[config.mk]
export PLATFORM = sky130hd
export DESIGN_NAME = riscv_mem_harness_flat
export DESIGN_NICKNAME = d
export VERILOG_FILES = /design/src/rtl/riscv_harness_pkg.sv /design/src/rtl/riscv_mem_harness_if.sv /design/src/rtl/riscv_harness_table.sv /design/src/rtl/riscv_mem_harness.sv /design/src/flat_wrapper.sv
export SDC_FILE = /design/constraint.sdc
export NUM_CORES = 1
export LEC_CHECK = 0
export BUFFER_PORTS_ARGS = -buffer_cell sky130_fd_sc_hd__buf_2
export CAP_MARGIN = 20
export CORE_ASPECT_RATIO = 0.75
export CORE_MARGIN = 2
export CORE_UTILIZATION = 55
export DETAILED_ROUTE_END_ITERATION = 7
export GPL_ROUTABILITY_DRIVEN = 0
export PLACE_DENSITY = 0.85
export SKIP_CTS_REPAIR_TIMING = 1
export SLEW_MARGIN = 5
export SYNTH_ARGS = -nofsm -noshare
export SYNTH_HDL_FRONTEND = slang
export SYNTH_SLANG_ARGS = --single-unit
export TNS_END_PERCENT = 20
[constraint.sdc]
create_clock -name clk -period 9.3 [get_ports clk]
set_input_delay 1.395 -clock clk [delete_from_list [all_inputs] [get_ports clk]]
set_output_delay 1.395 -clock clk [all_outputs]
set_load 0.005 [all_outputs]
[src/rtl/riscv_harness_pkg.sv]
`default_nettype none
// ============================================================================
// Package  : riscv_harness_pkg
// Purpose  : Shared types and constants for the RISC-V memory self-check
//            harness: FSM state encoding, failure codes, index-width helper.
// Revision : 1.0 - initial release
// ============================================================================
package riscv_harness_pkg;

  typedef enum logic [1:0] {
    ST_IDLE    = 2'd0,
    ST_PRELOAD = 2'd1,
    ST_MONITOR = 2'd2,
    ST_DONE    = 2'd3
  } state_t;

  localparam logic [1:0] FAIL_NONE    = 2'd0;
  localparam logic [1:0] FAIL_ADDR    = 2'd1;
  localparam logic [1:0] FAIL_TIMEOUT = 2'd2;

  // Index width for a table of the given depth; never narrower than one bit
  function automatic int idx_width(input int depth);
    return (depth <= 1) ? 1 : $clog2(depth);
  endfunction

endpackage
`default_nettype wire

[src/rtl/riscv_mem_harness_if.sv]
`default_nettype none
// ============================================================================
// Interface : riscv_mem_harness_if
// Purpose   : Simple data-memory write bus (enable, address, data).
//             master drives the bus, slave observes it. Used both for the
//             CPU write port the harness watches and for the external
//             memory port the harness preloads through.
// Signals   : MemWrite  - write enable
//             DataAdr   - write address (AW bits)
//             WriteData - write data (DW bits)
// Revision  : 1.0 - initial release
// ============================================================================
interface riscv_mem_harness_if #(
  parameter int AW = 32,
  parameter int DW = 32
);
  logic          MemWrite;
  logic [AW-1:0] DataAdr;
  logic [DW-1:0] WriteData;

  modport master (output MemWrite, DataAdr, WriteData);
  modport slave  (input  MemWrite, DataAdr, WriteData);
endinterface
`default_nettype wire

[src/rtl/riscv_harness_table.sv]
`default_nettype none
// ============================================================================
// Module   : riscv_harness_table
// Purpose  : Register file holding the preload bank and the check bank,
//            each DEPTH entries of (address, data). Contents are not reset.
// Ports    : clk                 - clock
//            we/sel/widx         - write strobe, bank (0 pre, 1 chk), index
//            waddr/wdata         - entry written
//            pre_idx -> pre_*    - read port into preload bank
//            chk_idx -> chk_*    - read port into check bank
//            probe_addr -> in_chk- per-entry check-bank address compare
// Revision : 1.0 - initial release
// ============================================================================
module riscv_harness_table #(
  parameter int DEPTH = 4,
  parameter int IW    = 2,
  parameter int AW    = 32,
  parameter int DW    = 32
) (
  input  wire logic             clk,
  input  wire logic             we,
  input  wire logic             sel,
  input  wire logic [IW-1:0]    widx,
  input  wire logic [AW-1:0]    waddr,
  input  wire logic [DW-1:0]    wdata,
  input  wire logic [IW-1:0]    pre_idx,
  output logic      [AW-1:0]    pre_addr,
  output logic      [DW-1:0]    pre_data,
  input  wire logic [IW-1:0]    chk_idx,
  output logic      [AW-1:0]    chk_addr,
  output logic      [DW-1:0]    chk_data,
  input  wire logic [AW-1:0]    probe_addr,
  output logic      [DEPTH-1:0] in_chk
);

  logic [AW-1:0] r_pre_addr [DEPTH];
  logic [DW-1:0] r_pre_data [DEPTH];
  logic [AW-1:0] r_chk_addr [DEPTH];
  logic [DW-1:0] r_chk_data [DEPTH];

  always_ff @(posedge clk) begin
    if (we) begin
      if (!sel) begin
        r_pre_addr[widx] <= waddr;
        r_pre_data[widx] <= wdata;
      end else begin
        r_chk_addr[widx] <= waddr;
        r_chk_data[widx] <= wdata;
      end
    end
  end

  assign pre_addr = r_pre_addr[pre_idx];
  assign pre_data = r_pre_data[pre_idx];
  assign chk_addr = r_chk_addr[chk_idx];
  assign chk_data = r_chk_data[chk_idx];

  for (genvar k = 0; k < DEPTH; k++) begin : g_probe
    assign in_chk[k] = (r_chk_addr[k] == probe_addr);
  end

endmodule
`default_nettype wire

[src/rtl/riscv_mem_harness.sv]
`default_nettype none
// ============================================================================
// Module   : riscv_mem_harness
// Purpose  : Self-check harness for the RISC-V CPU top. Preloads memory via
//            the external port with the CPU held in reset, releases the CPU,
//            then watches its data writes for an ordered list of expected
//            (address, data) pairs and reports pass / fail / timeout.
// Ports    : clk, reset          - clock, synchronous active-high reset
//            cfg_*               - table programming (IDLE/DONE only)
//            n_pre, n_chk        - active entry counts, latched on start
//            ign_base, ign_mask  - ignore window for CPU writes
//            start               - begin a run (IDLE/DONE only)
//            cpu_bus (slave)     - CPU data-memory write bus
//            ext_bus (master)    - external memory preload bus
//            cpu_reset, busy, done, pass, fail_code, fail_addr, match_cnt
// Revision : 1.0 - initial release
// ============================================================================
module riscv_mem_harness
  import riscv_harness_pkg::*;
#(
  parameter  int AW      = 32,
  parameter  int DW      = 32,
  parameter  int N_PRE   = 4,
  parameter  int N_CHK   = 4,
  parameter  int TIMEOUT = 20000,
  parameter  int STRICT  = 1,
  localparam int DEPTH   = (N_PRE > N_CHK) ? N_PRE : N_CHK,
  localparam int IW      = idx_width(DEPTH),
  localparam int PW      = $clog2(N_PRE + 1),
  localparam int CW      = $clog2(N_CHK + 1)
) (
  input  wire logic          clk,
  input  wire logic          reset,
  input  wire logic          cfg_we,
  input  wire logic          cfg_sel,
  input  wire logic [IW-1:0] cfg_idx,
  input  wire logic [AW-1:0] cfg_addr,
  input  wire logic [DW-1:0] cfg_data,
  input  wire logic [PW-1:0] n_pre,
  input  wire logic [CW-1:0] n_chk,
  input  wire logic [AW-1:0] ign_base,
  input  wire logic [AW-1:0] ign_mask,
  input  wire logic          start,
  riscv_mem_harness_if.slave  cpu_bus,
  riscv_mem_harness_if.master ext_bus,
  output logic               cpu_reset,
  output logic               busy,
  output logic               done,
  output logic               pass,
  output logic [1:0]         fail_code,
  output logic [AW-1:0]      fail_addr,
  output logic [CW-1:0]      match_cnt
);

  localparam int TW = $clog2(TIMEOUT + 1);

  state_t          r_state, w_state_next;
  logic [PW-1:0]   r_n_pre, r_pre_idx, w_n_pre_lim;
  logic [CW-1:0]   r_n_chk, r_match_cnt, w_n_chk_lim;
  logic            r_phase;
  logic [TW-1:0]   r_cyc;
  logic            r_pass;
  logic [1:0]      r_fail_code;
  logic [AW-1:0]   r_fail_addr;

  logic            w_cfg_open, w_start_run, w_hit, w_listed, w_ignored;
  logic            w_dec_pass, w_dec_fail, w_dec_timeout, w_ext_we;
  logic [AW-1:0]   w_pre_addr, w_chk_addr;
  logic [DW-1:0]   w_pre_data, w_chk_data;
  logic [DEPTH-1:0] w_in_chk, w_active;

  assign w_cfg_open  = (r_state == ST_IDLE) || (r_state == ST_DONE);
  // Counts above the table depth would read past the table; clamp them.
  assign w_n_pre_lim = (n_pre > PW'(N_PRE)) ? PW'(N_PRE) : n_pre;
  assign w_n_chk_lim = (n_chk > CW'(N_CHK)) ? CW'(N_CHK) : n_chk;

  riscv_harness_table #(.DEPTH(DEPTH), .IW(IW), .AW(AW), .DW(DW)) u_table (
    .clk        (clk),
    .we         (cfg_we && w_cfg_open),
    .sel        (cfg_sel),
    .widx       (cfg_idx),
    .waddr      (cfg_addr),
    .wdata      (cfg_data),
    .pre_idx    (IW'(r_pre_idx)),
    .pre_addr   (w_pre_addr),
    .pre_data   (w_pre_data),
    .chk_idx    (IW'(r_match_cnt)),
    .chk_addr   (w_chk_addr),
    .chk_data   (w_chk_data),
    .probe_addr (cpu_bus.DataAdr),
    .in_chk     (w_in_chk)
  );

  // Only entries below the latched n_chk count as "listed" addresses
  for (genvar k = 0; k < DEPTH; k++) begin : g_active
    assign w_active[k] = (int'(r_n_chk) > k);
  end

  assign w_listed  = |(w_in_chk & w_active);
  assign w_ignored = ((cpu_bus.DataAdr & ign_mask) == ign_base);

  always_ff @(posedge clk) begin
    if (reset) r_state <= ST_IDLE;
    else       r_state <= w_state_next;
  end

  always_comb begin
    w_state_next  = r_state;
    w_start_run   = 1'b0;
    w_hit         = 1'b0;
    w_dec_pass    = 1'b0;
    w_dec_fail    = 1'b0;
    w_dec_timeout = 1'b0;
    w_ext_we      = 1'b0;
    cpu_reset     = 1'b1;
    busy          = 1'b0;
    done          = 1'b0;
    case (r_state)
      ST_IDLE, ST_DONE: begin
        done = (r_state == ST_DONE);
        if (start) begin
          w_start_run  = 1'b1;
          w_state_next = (w_n_pre_lim == '0) ? ST_MONITOR : ST_PRELOAD;
        end
      end
      ST_PRELOAD: begin
        busy     = 1'b1;
        w_ext_we = !r_phase;
        if (r_phase && (r_pre_idx == r_n_pre - PW'(1))) w_state_next = ST_MONITOR;
      end
      ST_MONITOR: begin
        busy      = 1'b1;
        cpu_reset = 1'b0;
        w_hit = cpu_bus.MemWrite && (r_match_cnt < r_n_chk) &&
                (cpu_bus.DataAdr == w_chk_addr) && (cpu_bus.WriteData == w_chk_data);
        // Completion beats a stray write, which beats the timeout
        if ((r_match_cnt == r_n_chk) || (w_hit && (r_match_cnt + CW'(1) == r_n_chk)))
          w_dec_pass = 1'b1;
        else if (cpu_bus.MemWrite && !w_hit && !w_listed && !w_ignored && (STRICT != 0))
          w_dec_fail = 1'b1;
        else if (r_cyc == TW'(TIMEOUT - 1))
          w_dec_timeout = 1'b1;
        if (w_dec_pass || w_dec_fail || w_dec_timeout) w_state_next = ST_DONE;
      end
      default: w_state_next = ST_IDLE;
    endcase
  end

  always_ff @(posedge clk) begin
    if (reset) begin
      r_n_pre     <= '0;
      r_n_chk     <= '0;
      r_pre_idx   <= '0;
      r_phase     <= 1'b0;
      r_cyc       <= '0;
      r_match_cnt <= '0;
      r_pass      <= 1'b0;
      r_fail_code <= FAIL_NONE;
      r_fail_addr <= '0;
    end else begin
      if (w_start_run) begin
        r_n_pre     <= w_n_pre_lim;
        r_n_chk     <= w_n_chk_lim;
        r_pre_idx   <= '0;
        r_phase     <= 1'b0;
        r_cyc       <= '0;
        r_match_cnt <= '0;
        r_pass      <= 1'b0;
        r_fail_code <= FAIL_NONE;
        r_fail_addr <= '0;
      end
      if (r_state == ST_PRELOAD) begin
        r_phase <= ~r_phase;
        if (r_phase) r_pre_idx <= r_pre_idx + PW'(1);
      end
      if (r_state == ST_MONITOR) begin
        r_cyc <= r_cyc + TW'(1);
        if (w_hit)         r_match_cnt <= r_match_cnt + CW'(1);
        if (w_dec_pass)    r_pass      <= 1'b1;
        if (w_dec_fail) begin
          r_fail_code <= FAIL_ADDR;
          r_fail_addr <= cpu_bus.DataAdr;
        end
        if (w_dec_timeout) r_fail_code <= FAIL_TIMEOUT;
      end
    end
  end

  assign ext_bus.MemWrite  = w_ext_we;
  assign ext_bus.DataAdr   = w_ext_we ? w_pre_addr : '0;
  assign ext_bus.WriteData = w_ext_we ? w_pre_data : '0;

  assign pass      = r_pass;
  assign fail_code = r_fail_code;
  assign fail_addr = r_fail_addr;
  assign match_cnt = r_match_cnt;

endmodule
`default_nettype wire

[src/flat_wrapper.sv]
// flat-port wrapper written by rule: the top's interface ports become plain ports
module riscv_mem_harness_flat import riscv_harness_pkg::*;
#(
  parameter  int AW      = 32,
  parameter  int DW      = 32,
  parameter  int N_PRE   = 4,
  parameter  int N_CHK   = 4,
  parameter  int TIMEOUT = 20000,
  parameter  int STRICT  = 1,
  localparam int DEPTH   = (N_PRE > N_CHK) ? N_PRE : N_CHK,
  localparam int IW      = idx_width(DEPTH),
  localparam int PW      = $clog2(N_PRE + 1),
  localparam int CW      = $clog2(N_CHK + 1)
)
  (clk, reset, cfg_we, cfg_sel, cfg_idx, cfg_addr, cfg_data, n_pre, n_chk, ign_base, ign_mask, start, cpu_reset, busy, done, pass, fail_code, fail_addr, match_cnt, cpu_bus_MemWrite, cpu_bus_DataAdr, cpu_bus_WriteData, ext_bus_MemWrite, ext_bus_DataAdr, ext_bus_WriteData);
  riscv_mem_harness_if #(.AW(AW), .DW(DW)) cpu_bus_i ();
  riscv_mem_harness_if #(.AW(AW), .DW(DW)) ext_bus_i ();
  input  wire logic clk;
  input  wire logic reset;
  input  wire logic cfg_we;
  input  wire logic cfg_sel;
  input  wire logic [IW-1:0] cfg_idx;
  input  wire logic [AW-1:0] cfg_addr;
  input  wire logic [DW-1:0] cfg_data;
  input  wire logic [PW-1:0] n_pre;
  input  wire logic [CW-1:0] n_chk;
  input  wire logic [AW-1:0] ign_base;
  input  wire logic [AW-1:0] ign_mask;
  input  wire logic start;
  output logic cpu_reset;
  output logic busy;
  output logic done;
  output logic pass;
  output logic [1:0] fail_code;
  output logic [AW-1:0] fail_addr;
  output logic [CW-1:0] match_cnt;
  input wire logic [$bits(cpu_bus_i.MemWrite)-1:0] cpu_bus_MemWrite;
  input wire logic [$bits(cpu_bus_i.DataAdr)-1:0] cpu_bus_DataAdr;
  input wire logic [$bits(cpu_bus_i.WriteData)-1:0] cpu_bus_WriteData;
  output wire logic [$bits(ext_bus_i.MemWrite)-1:0] ext_bus_MemWrite;
  output wire logic [$bits(ext_bus_i.DataAdr)-1:0] ext_bus_DataAdr;
  output wire logic [$bits(ext_bus_i.WriteData)-1:0] ext_bus_WriteData;
  assign cpu_bus_i.MemWrite = cpu_bus_MemWrite;
  assign cpu_bus_i.DataAdr = cpu_bus_DataAdr;
  assign cpu_bus_i.WriteData = cpu_bus_WriteData;
  assign ext_bus_MemWrite = ext_bus_i.MemWrite;
  assign ext_bus_DataAdr = ext_bus_i.DataAdr;
  assign ext_bus_WriteData = ext_bus_i.WriteData;
  riscv_mem_harness #(.AW(AW), .DW(DW), .N_PRE(N_PRE), .N_CHK(N_CHK), .TIMEOUT(TIMEOUT), .STRICT(STRICT)) u_core (.clk(clk), .reset(reset), .cfg_we(cfg_we), .cfg_sel(cfg_sel), .cfg_idx(cfg_idx), .cfg_addr(cfg_addr), .cfg_data(cfg_data), .n_pre(n_pre), .n_chk(n_chk), .ign_base(ign_base), .ign_mask(ign_mask), .start(start), .cpu_bus(cpu_bus_i), .ext_bus(ext_bus_i), .cpu_reset(cpu_reset), .busy(busy), .done(done), .pass(pass), .fail_code(fail_code), .fail_addr(fail_addr), .match_cnt(match_cnt));
endmodule
==> results.cfg <==
[outcome]
outcome = finished clean

[sta]
tns_ns = 0
clock.fmax_ghz = 0.222
fin_crit_sh_pct = 48.4
setup_repair_after_global_routing_missed_its_margin = false
relSlewSlack_pct = 24.4
setup_failing_eps_final = 0
period_minus_slack_ns = 4.50
worstMarginPinSlew_ns = 1.13
final-max-slew-violation-count = 0
worst_clock_skew_ns = 0.0180
hold_viol_final = 0
postLayoutSetupSlackWorst_ns = 4.80

[global_route]
maximum_number_of_pins_on_one_net_before_global_route_repair = 68
antenna_found_initial = 16
first_global_vias = 15400
grt_pass1_wl_um = 94800
grt.overflow.total = 0
combined_global_route_utilization_of_all_metal_layers_pct = 27.1

[worst_setup_path]
criticalPathCategory = flop to output pin
regToRegEndpoint = u_core.fail_addr[23]
crit_required_ns = 7.91
worstSetupEndpointType = output pin
crit-reg2reg-launch = u_core.match_cnt[1]
worst-endpoint-arrival_ns = 3.11
worst_r2r_path_depth = 11
worst_setup_path_start_kind = flop
crit_fanout = 36
r2r_setup_slack_ns = 4.87

[cts]
clk_root_buffer_cell = sky130_fd_sc_hd__clkbuf_16
clock_tree.buffer_depth = 3
cts_tree = yes
tritoncts.num_buffers = 55
path_clk_slew_ns = 0.06
htree_num_levels = 2
clock-sinks = 577
worst_skew_pair.late_latency_ns = 0.60

[job]
maxCapViolCount = 0

[min_path]
worst_hold_path.endpoint = u_core.r_n_pre[1]
worstHoldPathCells = 2
hold_path.class = flop to flop
hold_path_startpoint = u_core.r_n_pre[1]

[synthesis]
syn-instance-count = 1607
synth.net_count = 1823
synth_ff_type = sky130_fd_sc_hd__edfxtp_1
synthesis.area_per_instance_sq_um = 15.6
netlist_area_sq_mm = 0.0250
yosys_register_bits = 577
number_of_warning_messages_in_the_yosys_log = 0
synth_enable_flop_cells = 512
asyncSetResetFlopFracSynth_pct = 0
synth-seq-area-share_pct = 66.6
post_synth_num_cell_types = 71

[detailed_routing]
routed_wirelength_um = 64300
drt_first_pass_iters = 8
drt_first_iter_violations = 1837
remaining_drc_errors = 0
drt-wirelength-per-cell_um = 25.5
final_antenna_net_count = 0
avgViaCountPerCell = 6.15
route.vias.total = 15500

[placed_design]
post_dp_cell_area_sq_mm = 0.0271
pre_cts_ws_ns = 4.70
buffer_ports.inserted = 311
place_inst = 2421
hpwlAfterDp_um = 43300

[finish]
syn_to_final_growth_pct = 15.2
final_net_count = 2109
post_layout_nonfiller_instances = 2527
layout-drive-gt1-share_pct = 27.1
design_area_sq_mm = 0.0288
most_frequent_standard_cell_in_the_layout_excluding_fill_and_tap_cells = sky130_fd_sc_hd__edfxtp_1
layout.cells.most_common_list = sky130_fd_sc_hd__edfxtp_1 (512), sky130_fd_sc_hd__buf_2 (311), sky130_fd_sc_hd__xor2_1 (98)

[pwr]
netSwitchingPower_mw = 1.44
power_report.internal_total_mw = 4.44
p_clk_share_pct = 36.7
p_leak_nw = 9.86
sequentialPowerShare_pct = 51.2
vdd_ir_drop_max_uv = 150
swShare_pct = 24.5
combPwrFrac_pct = 12.1
total_power_mw = 5.88
powerDensity_mw_per_mm2 = 204

[floorplan]
placement_rows = 67
chipWidth_um = 250
die_y_um = 189
dieArea_sq_mm = 0.0472
io-pin-count = 312
floorplan.core_area_sq_mm = 0.0448
floorplan.initialDensity_pct = 55.9
## logic make-up after synthesis
logic type,count (synthesis),synth area share (%)
AOI/OAI and AO/OA,203,5.40
buffers and inverters,119,2.04
muxes,154,11.0
DFF,577,66.6
adders and majority gates,10,0.500
and+or+nand+nor,372,8.41
xor gates and xnor gates,172,6.02
## power by group through the flow
stage                     clock, mW  sequential, mW  combinational, mW
after floorplan                   0            3.05              0.401
after global placement            0            3.06              0.692
after detailed placement          0            3.06              0.709
after CTS                      2.19            3.01              0.713
after global routing           2.29            3.02              0.772
final                          2.15            3.01              0.713
## registers in the layout, indices dropped and copies added (netlist names), 3 cells and up
| signal | flops |
|---|---|
| u_core.u_table.r_pre_data | 128 |
| u_core.u_table.r_chk_data | 128 |
| u_core.fail_addr | 32 |
| u_core.r_n_pre | 3 |
| u_core.r_pre_idx | 3 |
| u_core.r_n_chk | 3 |
| u_core.u_table.r_pre_addr | 128 |
| u_core.match_cnt | 3 |
| u_core.u_table.r_chk_addr | 128 |
| u_core.r_cyc | 15 |
## worst max-delay path: stages, from the launching register on
cell	delay (ns)
sky130_fd_sc_hd__dfxtp_4	0.87
sky130_fd_sc_hd__buf_4	0.69
sky130_fd_sc_hd__mux4_2	0.60
sky130_fd_sc_hd__and2_1	0.19
sky130_fd_sc_hd__buf_2	0.12
## per-layer routing
metal | vias up | wire length (um) | GRT usage [%] | part of all wire (%)
li1 | 6783 | - | - | -
met1 | 7826 | 24900 | 35.3 | 39
met2 | 779 | 30800 | 43.6 | 48
met3 | 142 | 6680 | 8.27 | 10
met4 | 12 | 1850 | 9.01 | 2.9
met5 | - | 86 | 0 | 0.13
## stage by stage
stage               hold slack [ns]  utilization, %
floorplan                     0.432               -
finish                        0.468            64.4
global placement              0.444            60.5
CTS                           0.466            64.3
detailed placement            0.460            60.5
global route                  0.495            64.4
## Yosys cell counts, types with 14 or more instances
library cell / instances / area (sq um)
sky130_fd_sc_hd__a211oi_1: 15 / 113
sky130_fd_sc_hd__nor4_1: 24 / 150
sky130_fd_sc_hd__clkbuf_1: 67 / 251
sky130_fd_sc_hd__a21oi_1: 78 / 390
sky130_fd_sc_hd__mux4_2: 92 / 2070
sky130_fd_sc_hd__and3_1: 26 / 163
sky130_fd_sc_hd__edfxtp_1: 512 / 15400
sky130_fd_sc_hd__inv_1: 22 / 82.6
sky130_fd_sc_hd__nand3_1: 26 / 130
sky130_fd_sc_hd__and2_1: 66 / 413
sky130_fd_sc_hd__mux2i_1: 51 / 510
sky130_fd_sc_hd__buf_2: 14 / 70.1
sky130_fd_sc_hd__nand2_1: 70 / 263
sky130_fd_sc_hd__nor2_1: 47 / 176
sky130_fd_sc_hd__nand3b_1: 46 / 345
sky130_fd_sc_hd__xor2_1: 98 / 858
sky130_fd_sc_hd__nand4_1: 20 / 125
sky130_fd_sc_hd__o21ai_0: 21 / 105
sky130_fd_sc_hd__xnor2_1: 74 / 648
sky130_fd_sc_hd__dfxtp_1: 65 / 1300
## worst max path at each step
stage	to	slack [ns]	startpoint	cells past startpoint
3_3_place_gp	u_core.fail_addr[10]	4.88	cpu_bus_DataAdr[24]	11
2_1_floorplan	u_core.u_table.r_pre_addr[1][0]	2.75	cfg_idx[1]	2
3_5_place_dp	u_core.fail_addr[23]	4.70	cpu_bus_DataAdr[4]	11
4_1_cts	ext_bus_WriteData[16]	4.66	u_core.r_pre_idx[0]	4
6_report	ext_bus_WriteData[16]	4.80	u_core.r_pre_idx[0]	4
5_1_grt	ext_bus_WriteData[16]	4.53	u_core.r_pre_idx[0]	4
## layout make-up
| cell class | count | area, sq um |
|---|---|---|
| clock inverters | 28 | 239 |
| inverters | 22 | 82.6 |
| repair buffers | 326 | 1680 |
| fillers | 3191 | 15900 |
| well taps | 586 | 733 |
| multi-input cells | 911 | 7910 |
| clock buffers | 68 | 1470 |
| flip-flops and latches | 577 | 16700 |
| diodes | 9 | 22.5 |
No activity file was read; power rests on OpenSTA's default activity.
